File: src/rtl/dsp_xintf_pkg.sv
// Shared definitions for the DSP-side XINTF <-> BRAM port: FSM state codes,
// BRAM window bounds, default handshake addresses and address-window helpers.
package dsp_xintf_pkg;

   typedef logic [2:0] state_t;

   localparam state_t ST_IDLE      = 3'd0;
   localparam state_t ST_RD_REQ    = 3'd1;
   localparam state_t ST_RD_WAIT   = 3'd2;
   localparam state_t ST_RD_HOLD   = 3'd3;
   localparam state_t ST_WR_CAP    = 3'd4;
   localparam state_t ST_WR_COMMIT = 3'd5;

   localparam int ZD_BASE       = 0;
   localparam int DZ_BASE       = 128;
   localparam int DZ_LAST       = 255;
   localparam int WACK_ADDR_DEF = 47;
   localparam int RVAL_ADDR_DEF = 174;

   // Z->D window is the bottom 128 words of the zone
   function automatic logic is_zd_addr(input logic [8:0] a);
      return a[8:7] == 2'(ZD_BASE >> 7);
   endfunction

   // D->Z window is 128..255
   function automatic logic is_dz_addr(input logic [8:0] a);
      return (a >= 9'(DZ_BASE)) && (a <= 9'(DZ_LAST));
   endfunction

endpackage

File: src/rtl/dsp_xintf_sync.sv
// N-bit two-flop synchroniser with a parameterised reset value, used to bring
// the asynchronous XINTF strobes into the i_clk domain.
module xintf_sync #(
   parameter int           W       = 3,
   parameter logic [W-1:0] RST_VAL = '1
) (
   input  logic         i_clk,
   input  logic         i_rst,
   input  logic [W-1:0] i_d,
   output logic [W-1:0] o_q
);
   logic [W-1:0] r_meta;
   logic [W-1:0] r_sync;

   // two-stage capture; reset parks outputs at the inactive level
   always_ff @(posedge i_clk or negedge i_rst) begin
      if (!i_rst) begin
         r_meta <= RST_VAL;
         r_sync <= RST_VAL;
      end else begin
         r_meta <= i_d;
         r_sync <= r_meta;
      end
   end

   assign o_q = r_sync;
endmodule

File: src/rtl/dsp_xintf_port.sv
// DSP-side end of the Zynq<->DSP dual-port BRAM link. Turns XINTF zone
// accesses into BRAM port-B cycles (reads from Z->D, writes to D->Z) and
// raises the frame handshakes for the Zynq-side handler.
// Optional build macro XINTF_TIMEOUT_EN: bounds how long a strobe may stay
// asserted in RD_HOLD/WR_CAP (TIMEOUT clocks) before the access is aborted.
module dsp_xintf_port
  import dsp_xintf_pkg::*;
#(
  parameter int RD_LAT    = 1,
  parameter int WACK_ADDR = WACK_ADDR_DEF,
  parameter int RVAL_ADDR = RVAL_ADDR_DEF,
  parameter int TIMEOUT   = 255
) (
  input  logic        i_clk,
  input  logic        i_rst,
  input  logic        i_xintf_cs_n,
  input  logic        i_xintf_rd_n,
  input  logic        i_xintf_we_n,
  input  logic [8:0]  i_xintf_addr,
  input  logic [15:0] i_xintf_data,
  output logic [15:0] o_xintf_data,
  output logic        o_xintf_data_oe,
  output logic [8:0]  o_zd_addr,
  output logic        o_zd_ce,
  input  logic [15:0] i_zd_dout,
  output logic [8:0]  o_dz_addr,
  output logic        o_dz_ce,
  output logic        o_dz_we,
  output logic [15:0] o_dz_din,
  input  logic        i_w_valid,
  output logic        o_w_ready,
  output logic        o_r_valid,
  output logic        o_bus_err
);
  logic [2:0]  w_strb_s;
  logic        w_rd;
  logic        w_wr;
  logic        w_go;
  logic        w_tmo;

  state_t      r_state;
  logic [8:0]  r_addr;
  logic [1:0]  r_lat;
  logic        r_wack;
  logic        r_oe;
  logic [15:0] r_xdata;

  xintf_sync #(.W(3), .RST_VAL(3'b111)) u_sync (
    .i_clk (i_clk),
    .i_rst (i_rst),
    .i_d   ({i_xintf_cs_n, i_xintf_rd_n, i_xintf_we_n}),
    .o_q   (w_strb_s)
  );

  assign w_rd            = ~w_strb_s[2] & ~w_strb_s[1];
  assign w_wr            = ~w_strb_s[2] & ~w_strb_s[0];
  assign o_xintf_data    = r_xdata;
  assign o_xintf_data_oe = r_oe;

`ifdef XINTF_TIMEOUT_EN
  logic [7:0] r_tmo;
  logic       r_lock;

  assign w_go  = ~r_lock;
  assign w_tmo = (r_tmo == 8'(TIMEOUT - 1));

  always_ff @(posedge i_clk or negedge i_rst) begin
    if (!i_rst) begin
      r_tmo  <= '0;
      r_lock <= 1'b0;
    end else begin
      if (r_state == ST_RD_HOLD || r_state == ST_WR_CAP)
        r_tmo <= r_tmo + 8'd1;
      else
        r_tmo <= '0;
      if (w_tmo && ((r_state == ST_RD_HOLD && w_rd) || (r_state == ST_WR_CAP && w_wr)))
        r_lock <= 1'b1;
      else if (r_state == ST_IDLE && !w_rd && !w_wr)
        r_lock <= 1'b0;
    end
  end
`else
  assign w_go  = 1'b1;
  assign w_tmo = 1'b0;
`endif

  // access FSM, BRAM strobes and frame handshakes
  always_ff @(posedge i_clk or negedge i_rst) begin
    if (!i_rst) begin
      r_state   <= ST_IDLE;
      r_addr    <= '0;
      r_lat     <= '0;
      r_wack    <= 1'b0;
      r_oe      <= 1'b0;
      r_xdata   <= '0;
      o_zd_addr <= '0;
      o_zd_ce   <= 1'b0;
      o_dz_addr <= '0;
      o_dz_ce   <= 1'b0;
      o_dz_we   <= 1'b0;
      o_dz_din  <= '0;
      o_w_ready <= 1'b0;
      o_r_valid <= 1'b0;
      o_bus_err <= 1'b0;
    end else begin
      o_zd_ce   <= 1'b0;
      o_dz_ce   <= 1'b0;
      o_dz_we   <= 1'b0;
      o_r_valid <= 1'b0;

      o_w_ready <= r_wack & i_w_valid;
      if (r_wack && i_w_valid)
        r_wack <= 1'b0;

      case (r_state)
        ST_IDLE: begin
          if (w_rd && w_wr) begin
            o_bus_err <= 1'b1;
          end else if (w_rd && w_go) begin
            r_addr    <= i_xintf_addr;
            o_zd_addr <= i_xintf_addr;
            o_zd_ce   <= is_zd_addr(i_xintf_addr);
            r_state   <= ST_RD_REQ;
          end else if (w_wr && w_go) begin
            o_dz_addr <= i_xintf_addr;
            o_dz_din  <= i_xintf_data;
            r_state   <= ST_WR_CAP;
          end
        end
        ST_RD_REQ: begin
          r_lat   <= '0;
          r_state <= ST_RD_WAIT;
        end
        ST_RD_WAIT: begin
          if (r_lat == 2'(RD_LAT - 1)) begin
            r_xdata <= is_zd_addr(r_addr) ? i_zd_dout : 16'h0000;
            r_oe    <= 1'b1;
            r_state <= ST_RD_HOLD;
          end else begin
            r_lat <= r_lat + 2'd1;
          end
        end
        ST_RD_HOLD: begin
          if (!w_rd) begin
            r_oe    <= 1'b0;
            r_state <= ST_IDLE;
            if (r_addr == 9'(WACK_ADDR))
              r_wack <= 1'b1;
          end else if (w_tmo) begin
            r_oe      <= 1'b0;
            o_bus_err <= 1'b1;
            r_state   <= ST_IDLE;
          end
        end
        ST_WR_CAP: begin
          if (!w_wr) begin
            r_state <= ST_WR_COMMIT;
            if (is_dz_addr(o_dz_addr)) begin
              o_dz_ce   <= 1'b1;
              o_dz_we   <= 1'b1;
              o_r_valid <= (o_dz_addr == 9'(RVAL_ADDR));
            end else begin
              o_bus_err <= 1'b1;
            end
          end else if (w_tmo) begin
            o_bus_err <= 1'b1;
            r_state   <= ST_IDLE;
          end else begin
            o_dz_addr <= i_xintf_addr;
            o_dz_din  <= i_xintf_data;
          end
        end
        ST_WR_COMMIT: r_state <= ST_IDLE;
        default:      r_state <= ST_IDLE;
      endcase
    end
  end
endmodule
File: config.mk
export PLATFORM = sky130hd
export DESIGN_NAME = dsp_xintf_port
export DESIGN_NICKNAME = d
export VERILOG_FILES = /design/src/rtl/dsp_xintf_pkg.sv /design/src/rtl/dsp_xintf_sync.sv /design/src/rtl/dsp_xintf_port.sv
export SDC_FILE = /design/constraint.sdc
export NUM_CORES = 1
export LEC_CHECK = 0
export ABC_CLOCK_PERIOD_IN_PS = 1300
export BUFFER_PORTS_ARGS = -buffer_cell sky130_fd_sc_hd__buf_4
export CORE_MARGIN = 2
export CORE_UTILIZATION = 33
export CTS_BUF_LIST = sky130_fd_sc_hd__clkbuf_4 sky130_fd_sc_hd__clkbuf_8
export DETAILED_ROUTE_END_ITERATION = 10
export PLACE_DENSITY = 0.58
export SETUP_SLACK_MARGIN = 0.2
export SLEW_MARGIN = 20
export SYNTH_ARGS = -nofsm -noshare
export SYNTH_HDL_FRONTEND = slang
export SYNTH_HIERARCHICAL = 1
export SYNTH_SLANG_ARGS = --single-unit
File: constraint.sdc
create_clock -name i_clk -period 1.3 [get_ports i_clk]
set_input_delay 0.195 -clock i_clk [delete_from_list [all_inputs] [get_ports i_clk]]
set_output_delay 0.195 -clock i_clk [all_outputs]
set_load 0.1 [all_outputs]
== Word level (Yosys, flattened, before mapping) ==
Cells that the tools add are included.
Word-level totals
  register bits: 68
  output and inout bits: 57
Operators by class
  add/subtract/negate cells: 1
  $lt $le $gt $ge: 2
  equal/unequal tests: 15
  muxes and demuxes: 38
  bitwise logic cells: 7
  reduce and logical (&&, ||, !) cells: 17
Operators by type and width (count)
  $mux 16: 4
  $pmux 16 s2: 1
  $mux 9: 3
  $mux 1: 18
  $mux 3: 6
  $pmux 9 s2: 1
  $ne 2x2->1 const B: 8
  $pmux 3 s5: 1
  $eq 9x6->1 const B: 1
  $eq 9x8->1 const B: 1
  $ge 9x8->1 const B: 1
  $le 9x8->1 const B: 1
  $reduce_and 3->1: 3
  $eq 3x2->1 const B: 2
  $logic_not 2->1: 3
  $reduce_bool 2->1: 3
  $reduce_and 5->1: 1
  $not 1->1: 4
  $pmux 1 s2: 2
  $pmux 2 s2: 1
  $reduce_and 2->1: 2
  $reduce_and 4->1: 1
  $and 1x1->1: 3
  $eq 3x1->1 const B: 1
  other kinds (6): 8

== Longest topological paths before layout ==
Gate-level depths: netlist of run 1.
  depth after elaboration: 6
  mapped depth: 6
  mapped depth without buffers: 5

== Hierarchy ==
Netlist of run 1, hierarchy kept.
Modules (own cells, without submodules)
  dsp_xintf_port: times used 1, cells an instance 208, area each 2665.1 um^2, seq. area each 1551.5 um^2
  xintf_sync: times used 1, cells an instance 6, area each 157.7 um^2, seq. area each 157.7 um^2

== Worst setup path after synthesis of run 1 ==
OpenSTA, ideal clock, no wires.
  path type: register -> register
  start point: register r_addr[7]
  end point: register r_wack
  data arrival time: 1.612 ns
  data required time: 1.217 ns
  setup slack: -0.395 ns
  stages on the path, launching flop included: 5
  buffers on the path: 1
  clock period less this slack: 1.695 ns
  cells stage by stage: dfrtp_1 nor2_1 buf_2 nand4_1 o22ai_1
On the way
  word-level cells in the longest chain between the ends: 4
Ends and longest elaborated chain
  from (decl): line dsp_xintf_port.sv:42  | logic [8:0] r_addr;
  from (signal assigned): line dsp_xintf_port.sv:120  | r_addr <= i_xintf_addr;
  $eq 9x6->1: line dsp_xintf_port.sv:147  | if (r_addr == 9'(WACK_ADDR))
  $mux 1: line dsp_xintf_port.sv:147
  $mux 1: line dsp_xintf_port.sv:144  | if (!w_rd) begin
  $mux 1: line dsp_xintf_port.sv:115  | case (r_state)
  to (signal assigned): line dsp_xintf_port.sv:93  | r_wack <= 1'b0;
  to (signal assigned): line dsp_xintf_port.sv:113  | r_wack <= 1'b0;
  to (signal assigned): line dsp_xintf_port.sv:148  | r_wack <= 1'b1;
  to (decl): line dsp_xintf_port.sv:44  | logic r_wack;
No other way between the ends.
A chain may end at the register's enable or synchronous reset.

== Worst setup path after layout of run 1 ==
  start point: register r_state[0]
  end point: register r_xdata[0] (netlist: o_xintf_data[0])
On the way
  word-level cells in the longest chain between the ends: 2
Ends and longest elaborated chain
  from (decl): line dsp_xintf_port.sv:41  | state_t r_state;
  from (signal assigned): line dsp_xintf_port.sv:90  | r_state <= ST_IDLE;
  from (signal assigned): line dsp_xintf_port.sv:123  | r_state <= ST_RD_REQ;
  from (signal assigned): line dsp_xintf_port.sv:127  | r_state <= ST_WR_CAP;
  $eq 3x2->1: line dsp_xintf_port.sv:115
  $reduce_and 2->1 (no line)
  to (signal assigned): line dsp_xintf_port.sv:136  | r_xdata <= is_zd_addr(r_addr) ? i_zd_dout : 16'h0000;
  to (decl): line dsp_xintf_port.sv:46  | logic [15:0] r_xdata;
No other way between the ends.

==> qor.yml, run 1 <==
run_status:
  run_status: "finished with violations"
  violations: "negative setup slack"
placed_design:
  place_area_mm2: 0.003918
  portBuffers: 103
  dpl.hpwl_mm: 4.617
  dp_cells: 428
  place_congestion: 0.7509
sta:
  clock.fmax_mhz: 702.7
  min_period_ns: 1.423
  hold_violations: 0
  fin_ws_ns: -0.1232
  setup_viol: 51
  rsz0062_at_grt: "yes"
  slew_viol_final: 0
  fin_crit_sh_pct: 109.5
  worst_pin_slew_ns: 0.2797
  finalClockSkew_ns: 0.007433
  maxSlewHeadroom_pct: 81.23
synth:
  synthArstFlopShare_pct: 100.0
  synth-edff-count: 0
  synth_top_area_share_pct: 54.96
  synth_seq_cells: 68
  yosysUniqueCellTypes: 43
  ys.flop_type: "dfrtp_1"
  synth_area_mm2: 0.002823
  seq_area_frac_synth_pct: 60.55
  synthesis.nets: 262
  synthTopCellsByCount: "dfrtp_1 (62), nand2_1 (35), mux2_4 (20), o21ai_0 (19), mux2_2 (14)"
  synth.area.top_cells: "dfrtp_1 (55%), mux2_4 (11%), dfstp_2 (5.6%)"
  avgSynthCellArea_um2: 13.19
  netlist.top_cell.by_area: "dfrtp_1"
  ys.warnings.count: 6
  synthCells: 214
  synth_most_common_cell: "dfrtp_1"
floorplan:
  rows: 33
  die_area_mm2: 0.009309
  die_y_um: 96.49
  die_x_um: 96.49
  core-area_mm2: 0.008258
  io-pin-count: 104
  start_util_pct: 34.18
global_route:
  gr-total-overflow: 0
  grt_first_pass_wirelength_mm: 11.87
  grt_usage_pct: 17.01
  grt_pass1_vias: 2392
  antenna_found_initial: 0
  grt_max_degree: 37
cts:
  cts_root_buf: "clkbuf_8"
  cts_tree: "done"
  path_clk_slew_ns: 0.07
  cts_buffer_depth: 2
  clk_latency_ns: 0.33
  htree_levels: 3
  cts_buffers: 9
  clkSinkCount: 68
worst_setup_path:
  setup.worst_path.start: "r_state[0]"
  timing.rr.start: "r_state[0]"
  r2r_cells: 6
  path_max_fanout: 8
  reg2reg_slack_ns: -0.12
  worst_setup_path_start_kind: "register"
  critPathArrivalTime_ns: 1.64
  crit_required_ns: 1.52
  end_kind: "register"
  worstSetupPathType: "reg2reg"
  reg2reg_to: "o_xintf_data[0]"
run:
  max_cap_viol_count: 0
worst_hold_path:
  holdPathEnd: "o_zd_ce"
  min_from: "i_xintf_addr[7]"
  hold_depth: 2
  hold_path.class: "in2reg"
layout:
  ff_latch_area_mm2: 0.001753
  fin_nets: 433
  layout-drive-gt1-share_pct: 76.67
  multi_input_comb_area_mm2: 0.001279
  fin_util_pct: 67.74
  areaGrowthSynthToFinish_pct: 98.18
  fin_cells: 495
  fin_area_mm2: 0.005594
  diodes: 0
  fillers: 569
routing:
  viasPerCell: 4.610
  drc: 0
  drtPass1Iterations: 4
  ant_nets: 0
  drtIter0Drc: 98
  wire_per_inst_um: 16.08
  vias: 2282
  wirelength_mm: 7.962
-- per-stage QoR --
step	hold slack [ns]	setup WS, ns	TNS (ns)
2_1_floorplan	-0.1006	-0.1061	-2.107
3_3_place_gp	0.07775	-0.07365	-1.620
3_5_place_dp	0.07735	-0.09351	-2.251
4_1_cts	0.02276	-0.1056	-3.985
5_1_grt	0.03286	-0.1838	-7.280
6_report	0.03875	-0.1232	-4.407
-- metal layers --
metal	up-vias	track usage (%)	part of all wire, %	wire length (um)
met5	-	0	0	0
met4	0	4.108	0.67	53
met3	7	7.448	8.4	668
met2	81	27.89	52	4126
met1	1116	20.70	39	3114
li1	1078	-	-	-
-- kinds of logic after synthesis --
kind of cell | after synthesis | share of synthesized area (%)
adders and majority gates | 1 | 0.4432
DFF | 68 | 60.55
buffers and inverters | 15 | 3.014
muxes | 34 | 16.22
AOI/OAI and AO/OA | 33 | 7.137
and+or+nand+nor | 62 | 12.32
xor gates and xnor gates | 1 | 0.3103
-- placed cells by master, fill, tap and decap left out, types with 4 or more instances in the layout --
| cell type | count |
|---|---|
| buf_6 | 13 |
| nand2_2 | 4 |
| dfrtp_2 | 26 |
| clkbuf_8 | 13 |
| o21ai_2 | 12 |
| o21ai_1 | 5 |
| mux2_2 | 14 |
| buf_4 | 87 |
| dlygate4sd3_1 | 4 |
| buf_16 | 4 |
| nand2_1 | 21 |
| dfstp_2 | 6 |
| nand2_4 | 10 |
| buf_12 | 62 |
| mux2_4 | 20 |
| dfrtp_1 | 33 |
| nor2_1 | 4 |
-- area by class of cell --
class / instances / area share [%]
Clock inverter: 3 / 0.7605
Sequential cell: 68 / 31.34
Timing Repair Buffer: 170 / 39.16
Inverter: 5 / 0.3355
Multi-Input combinational cell: 131 / 22.86
Clock buffer: 13 / 3.198
Tap cell: 105 / 2.348
-- worst max-delay path: stages (launching register included) --
cell,delay [ns]
dfrtp_2,0.42
buf_6,0.12
nand4bb_4,0.31
buf_6,0.19
buf_16,0.15
nand2_2,0.06
o21ai_1,0.06
-- state kept, by name (all words and copies together) (netlist names), 2 cells and up --
name	count
o_dz_din	16
o_xintf_data	16
o_dz_addr	9
r_addr	9
r_state	3
u_sync/o_q	3
u_sync/r_meta	3
r_lat	2
-- worst max path at each step --
stage	to	slack (ns)	cells past startpoint
2_1_floorplan	o_dz_addr[3]	-0.11	4
3_3_place_gp	o_dz_din[5]	-0.07	4
3_5_place_dp	o_dz_din[13]	-0.09	4
4_1_cts	o_dz_addr[7]	-0.11	4
5_1_grt	o_xintf_data[0]	-0.18	7
6_report	o_xintf_data[0]	-0.12	6
-- what timing repair did --
action	in CTS	in global routing
gates resized for setup	186	59
cloned	4	0
buffers inserted	23	20
endpoints found under the setup margin	117	118
pin swaps	9	23
hold buffers	4	0
endpoints found under the hold margin	18	0
Power of run 1 is left out: the tool's default activity adds up to more than one toggle a clock period on the data nets, which glitch-free logic cannot reach.
==> inputs of run 2 (changes only) <==
- CELL_PAD_IN_SITES_DETAIL_PLACEMENT: default -> 2
- CELL_PAD_IN_SITES_GLOBAL_PLACEMENT: default -> 2
- CORE_UTILIZATION: 33 -> 29
- PLACE_DENSITY: 0.58 -> 0.76
- SETUP_SLACK_MARGIN: 0.2 -> 0.1
==> qor.yml, run 2 (synthesized netlist as in run 1, its figures left out) <==
sta:
  setup_viol: 55
  fin_ws_ns: -0.09882
  finalClockSkew_ns: 0.01247
  maxSlewHeadroom_pct: 73.05
  hold_violations: 0
  rsz0062_at_grt: "yes"
  slew_viol_final: 0
  clock.fmax_mhz: 714.9
  fin_crit_sh_pct: 107.6
  worst_pin_slew_ns: 0.4042
  min_period_ns: 1.399
run:
  max_cap_viol_count: 0
floorplan:
  die_y_um: 102.7
  io-pin-count: 104
  core-area_mm2: 0.009594
  die_area_mm2: 0.01054
  die_x_um: 102.7
  start_util_pct: 29.42
  rows: 36
worst_setup_path:
  crit_path_end: "r_addr[0]"
  setup.worst_path.start: "u_sync/o_q[0]"
  critPathArrivalTime_ns: 1.62
  reg2reg_to: "r_addr[0]"
  crit_required_ns: 1.52
  end_kind: "register"
  r2r_cells: 4
  worst_setup_path_start_kind: "register"
  worstSetupPathType: "reg2reg"
  timing.rr.start: "u_sync/o_q[0]"
  reg2reg_slack_ns: -0.1
  path_max_fanout: 5
layout:
  diodes: 0
  fillers: 912
  layout-drive-gt1-share_pct: 65.27
  areaGrowthSynthToFinish_pct: 68.48
  fin_nets: 400
  ff_latch_area_mm2: 0.001743
  fin_util_pct: 49.57
  final_common_cell: "buf_4"
  mostFrequentLayoutCells: "buf_4 (62), buf_6 (45), dfrtp_1 (41), nand2_1 (35), mux2_4 (28)"
  multi_input_comb_area_mm2: 0.001151
global_route:
  grt_usage_pct: 17.58
  grt_first_pass_wirelength_mm: 13.90
  gr-total-overflow: 0
  grt_max_degree: 32
  antenna_found_initial: 0
  grt_pass1_vias: 2546
cts:
  clk_latency_ns: 0.34
  cts_buffers: 9
  cts_tree: "done"
  htree_levels: 3
  cts_root_buf: "clkbuf_8"
  path_clk_slew_ns: 0.08
  clkSinkCount: 68
  cts_buffer_depth: 2
placed_design:
  dpl.hpwl_mm: 5.742
  portBuffers: 103
  place_congestion: 0.8196
run_status:
  violations: "negative setup slack"
  run_status: "finished with violations"
routing:
  wire_per_inst_um: 18.68
  drc: 0
  ant_nets: 0
  vias: 2245
  drtPass1Iterations: 4
  viasPerCell: 4.582
  wirelength_mm: 9.152
  drtIter0Drc: 50
worst_hold_path:
  hold_path.class: "in2reg"
[run 2: cell count changes in the layout (fill, tap and decap cells not counted), moves of 7 or more]
cell | before | now
buf_12 | 62 | 15
buf_6 | 13 | 45
buf_4 | 87 | 62
nand2_1 | 21 | 35
nand2_4 | 10 | 0
o21ai_2 | 12 | 3
buf_8 | 0 | 8
dfrtp_1 | 33 | 41
dfrtp_2 | 26 | 18
mux2_2 | 14 | 6
mux2_4 | 20 | 28
o21ai_1 | 5 | 12
[run 2: cell type report]
| type | instances | area share (%) |
|---|---|---|
| flip-flops and latches | 68 | 36.65 |
| repair buffers | 137 | 31.39 |
| multi-input cells | 131 | 24.20 |
| well taps | 133 | 3.499 |
| clock buffers | 12 | 3.341 |
| clock inverters | 4 | 0.5262 |
| inverters | 5 | 0.3946 |
[run 2: worst min path at each step]
stage / endpoint / depth (start not counted) / startpoint / slack (ns)
detailed placement: o_w_ready / 1 / i_rst / 0.16
floorplan: o_bus_err / 0 / i_rst / -0.10
CTS: o_zd_ce / 2 / i_xintf_addr[7] / 0.004
finish: o_zd_ce / 2 / i_xintf_addr[7] / 0.03
global route: o_zd_ce / 2 / i_xintf_addr[7] / 0.009
global placement: o_w_ready / 1 / i_rst / 0.15
[run 2: metrics by stage]
| step | area, um^2 | TNS [ns] | hold slack [ns] | setup WS [ns] | cells |
|---|---|---|---|---|---|
| after global placement | 3964 | -1.931 | 0.1515 | -0.1124 | 459 |
| after CTS | 4578 | -3.311 | 0.003792 | -0.09958 | 486 |
| after floorplan | 2904 | -2.212 | -0.1006 | -0.1061 | 214 |
| after global routing | 4756 | -6.432 | 0.008507 | -0.1477 | 490 |
| after detailed placement | 3964 | -3.081 | 0.1554 | -0.1303 | 459 |
| final | 4756 | -3.395 | 0.02502 | -0.09882 | 490 |
[run 2: worst max-delay path: stages (launching register included)]
cell and delay, ns:
dfstp_2 0.59, buf_6 0.12, nand4b_4 0.12, buf_6 0.17, mux2_4 0.29
[run 2: per-layer routing]
| layer | routed length, um | global-route usage [%] | vias to the layer above |
|---|---|---|---|
| met2 | 4843 | 30.67 | 75 |
| li1 | - | - | 1017 |
| met3 | 495 | 4.542 | 10 |
| met1 | 3724 | 21.68 | 1143 |
| met5 | 0 | 0 | - |
| met4 | 89 | 4.615 | 0 |
[run 2: timing repair]
action                                  in CTS  in global routing
cloned                                       1                  2
setup buffers                                5                  2
hold buffers                                 5                  0
pin swaps                                    4                  4
endpoints found under the setup margin     106                 85
gates resized for setup                     78                 39
endpoints found under the hold margin       23                  0
Power of run 2 is left out for the same reason.
==> inputs of run 3 (changes only) <==
- RECOVER_POWER: default -> 50
==> qor.yml, run 3 (synthesized netlist as in run 1, its figures left out) <==
floorplan:
  die_y_um: 102.7
  rows: 36
  io-pin-count: 104
  die_x_um: 102.7
  start_util_pct: 29.42
  core-area_mm2: 0.009594
  die_area_mm2: 0.01054
routing:
  viasPerCell: 4.582
  drtPass1Iterations: 4
  wirelength_mm: 9.148
  wire_per_inst_um: 18.67
  vias: 2245
  ant_nets: 0
  drc: 0
  drtIter0Drc: 48
worst_setup_path:
  critPathArrivalTime_ns: 1.62
  crit_path_cell_trace: "buf_6, nand4b_4, buf_6, mux2_4"
  end_kind: "register"
  r2r_cells: 4
  crit_path_top_delay_cell: "dfstp_2"
  cp_common_cell: "buf_6"
  worstSetupPathType: "reg2reg"
  cpPeakStageDelay_ns: 0.59
  path_max_fanout: 5
  setup.worst_path.start: "u_sync/o_q[0]"
  worst_setup_path_start_kind: "register"
  timing.rr.start: "u_sync/o_q[0]"
  crit_required_ns: 1.52
cts:
  htree_levels: 3
  path_clk_slew_ns: 0.08
  cts_buffer_depth: 2
  cts_buffers: 9
  cts_root_buf: "clkbuf_8"
  cts_tree: "done"
  clk_latency_ns: 0.34
  clkSinkCount: 68
layout:
  final_common_cell: "buf_4"
  diodes: 0
  fin_nets: 400
  layout-drive-gt1-share_pct: 65.27
  fin_area_mm2: 0.004748
  fin_cells: 490
  areaGrowthSynthToFinish_pct: 68.22
  mostFrequentLayoutCells: "buf_4 (58), buf_6 (45), dfrtp_1 (41), nand2_1 (35), mux2_4 (28)"
sta:
  hold_violations: 0
  fin_crit_sh_pct: 107.6
  min_period_ns: 1.399
  finalClockSkew_ns: 0.01247
  rsz0062_at_grt: "yes"
  slew_viol_final: 0
  fin_ws_ns: -0.09882
  setup_viol: 55
  worst_pin_slew_ns: 0.7682
  clock.fmax_mhz: 714.9
  maxSlewHeadroom_pct: 48.79
worst_hold_path:
  hold_path.class: "in2reg"
  hold_depth: 2
  min_from: "i_xintf_addr[7]"
global_route:
  grt_usage_pct: 17.58
  grt_pass1_vias: 2546
  gr-total-overflow: 0
  grt_first_pass_wirelength_mm: 13.90
  antenna_found_initial: 0
  grt_max_degree: 32
run:
  max_cap_viol_count: 0
placed_design:
  portBuffers: 103
  place_congestion: 0.8196
  place_area_mm2: 0.003964
  dp_cells: 459
  dpl.hpwl_mm: 5.742
run_status:
  violations: "negative setup slack"
  run_status: "finished with violations"
-- run 3: cell count changes in the layout (fill, tap and decap cells not counted) --
cell	previous run	this run
and2_0	0	1
and2_1	1	0
buf_12	15	14
buf_4	62	58
buf_8	8	9
clkbuf_2	0	1
clkbuf_4	1	4
-- run 3: final timing paths --
| check | end | slack [ns] |
|---|---|---|
| min in group asynchronous | o_w_ready | 0.46 |
| max reg2reg | r_addr[0] | -0.1 |
| min reg2reg | u_sync/o_q[0] | 0.36 |
| min | o_zd_ce | 0.02 |
| max in group asynchronous | r_addr[6] | 0.14 |
| max | r_addr[0] | -0.1 |
-- run 3: area by class of cell --
| class | instances | area, um^2 |
|---|---|---|
| tap | 133 | 166.4 |
| inverter | 5 | 18.77 |
| multi-input combinational | 131 | 1151 |
| fill | 914 | 4846 |
| sequential | 68 | 1743 |
| timing repair buffer | 137 | 1485 |
| clock inverter | 4 | 25.02 |
| clock buffer | 12 | 158.9 |
-- run 3: critical path: cells and delay by family, from the launching register on --
kind / cells / cell delay (ns)
flops: 1 / 0.59
mux: 1 / 0.29
simple gates: 1 / 0.12
buf+inv: 2 / 0.29
-- run 3: per-stage QoR --
| step | hold WS, ns | setup TNS, ns | util, % | worst slack [ns] |
|---|---|---|---|---|
| 2_1_floorplan | -0.1006 | -2.212 | - | -0.1061 |
| 3_3_place_gp | 0.1515 | -1.931 | 41.31 | -0.1124 |
| 3_5_place_dp | 0.1554 | -3.081 | 41.31 | -0.1303 |
| 4_1_cts | 0.003792 | -3.311 | 47.72 | -0.09958 |
| 5_1_grt | 0.008507 | -6.824 | 49.49 | -0.1477 |
| 6_report | 0.02490 | -3.396 | 49.49 | -0.09882 |
-- run 3: repair_timing --
item | CTS | global route
endpoints found under the setup margin | 106 | 85
hold buffers | 5 | 0
cloned | 1 | 2
pin swaps | 4 | 4
gates resized for setup | 78 | 39
hold endpoints to repair | 23 | 0
buffers inserted | 5 | 2
-- run 3: routing by layer --
metal	wire, um	track usage [%]	vias up
met5	0	0	-
met4	89	4.615	0
met3	495	4.542	10
met2	4849	30.67	75
met1	3714	21.68	1143
li1	-	-	1017
Power of run 3 is left out for the same reason.
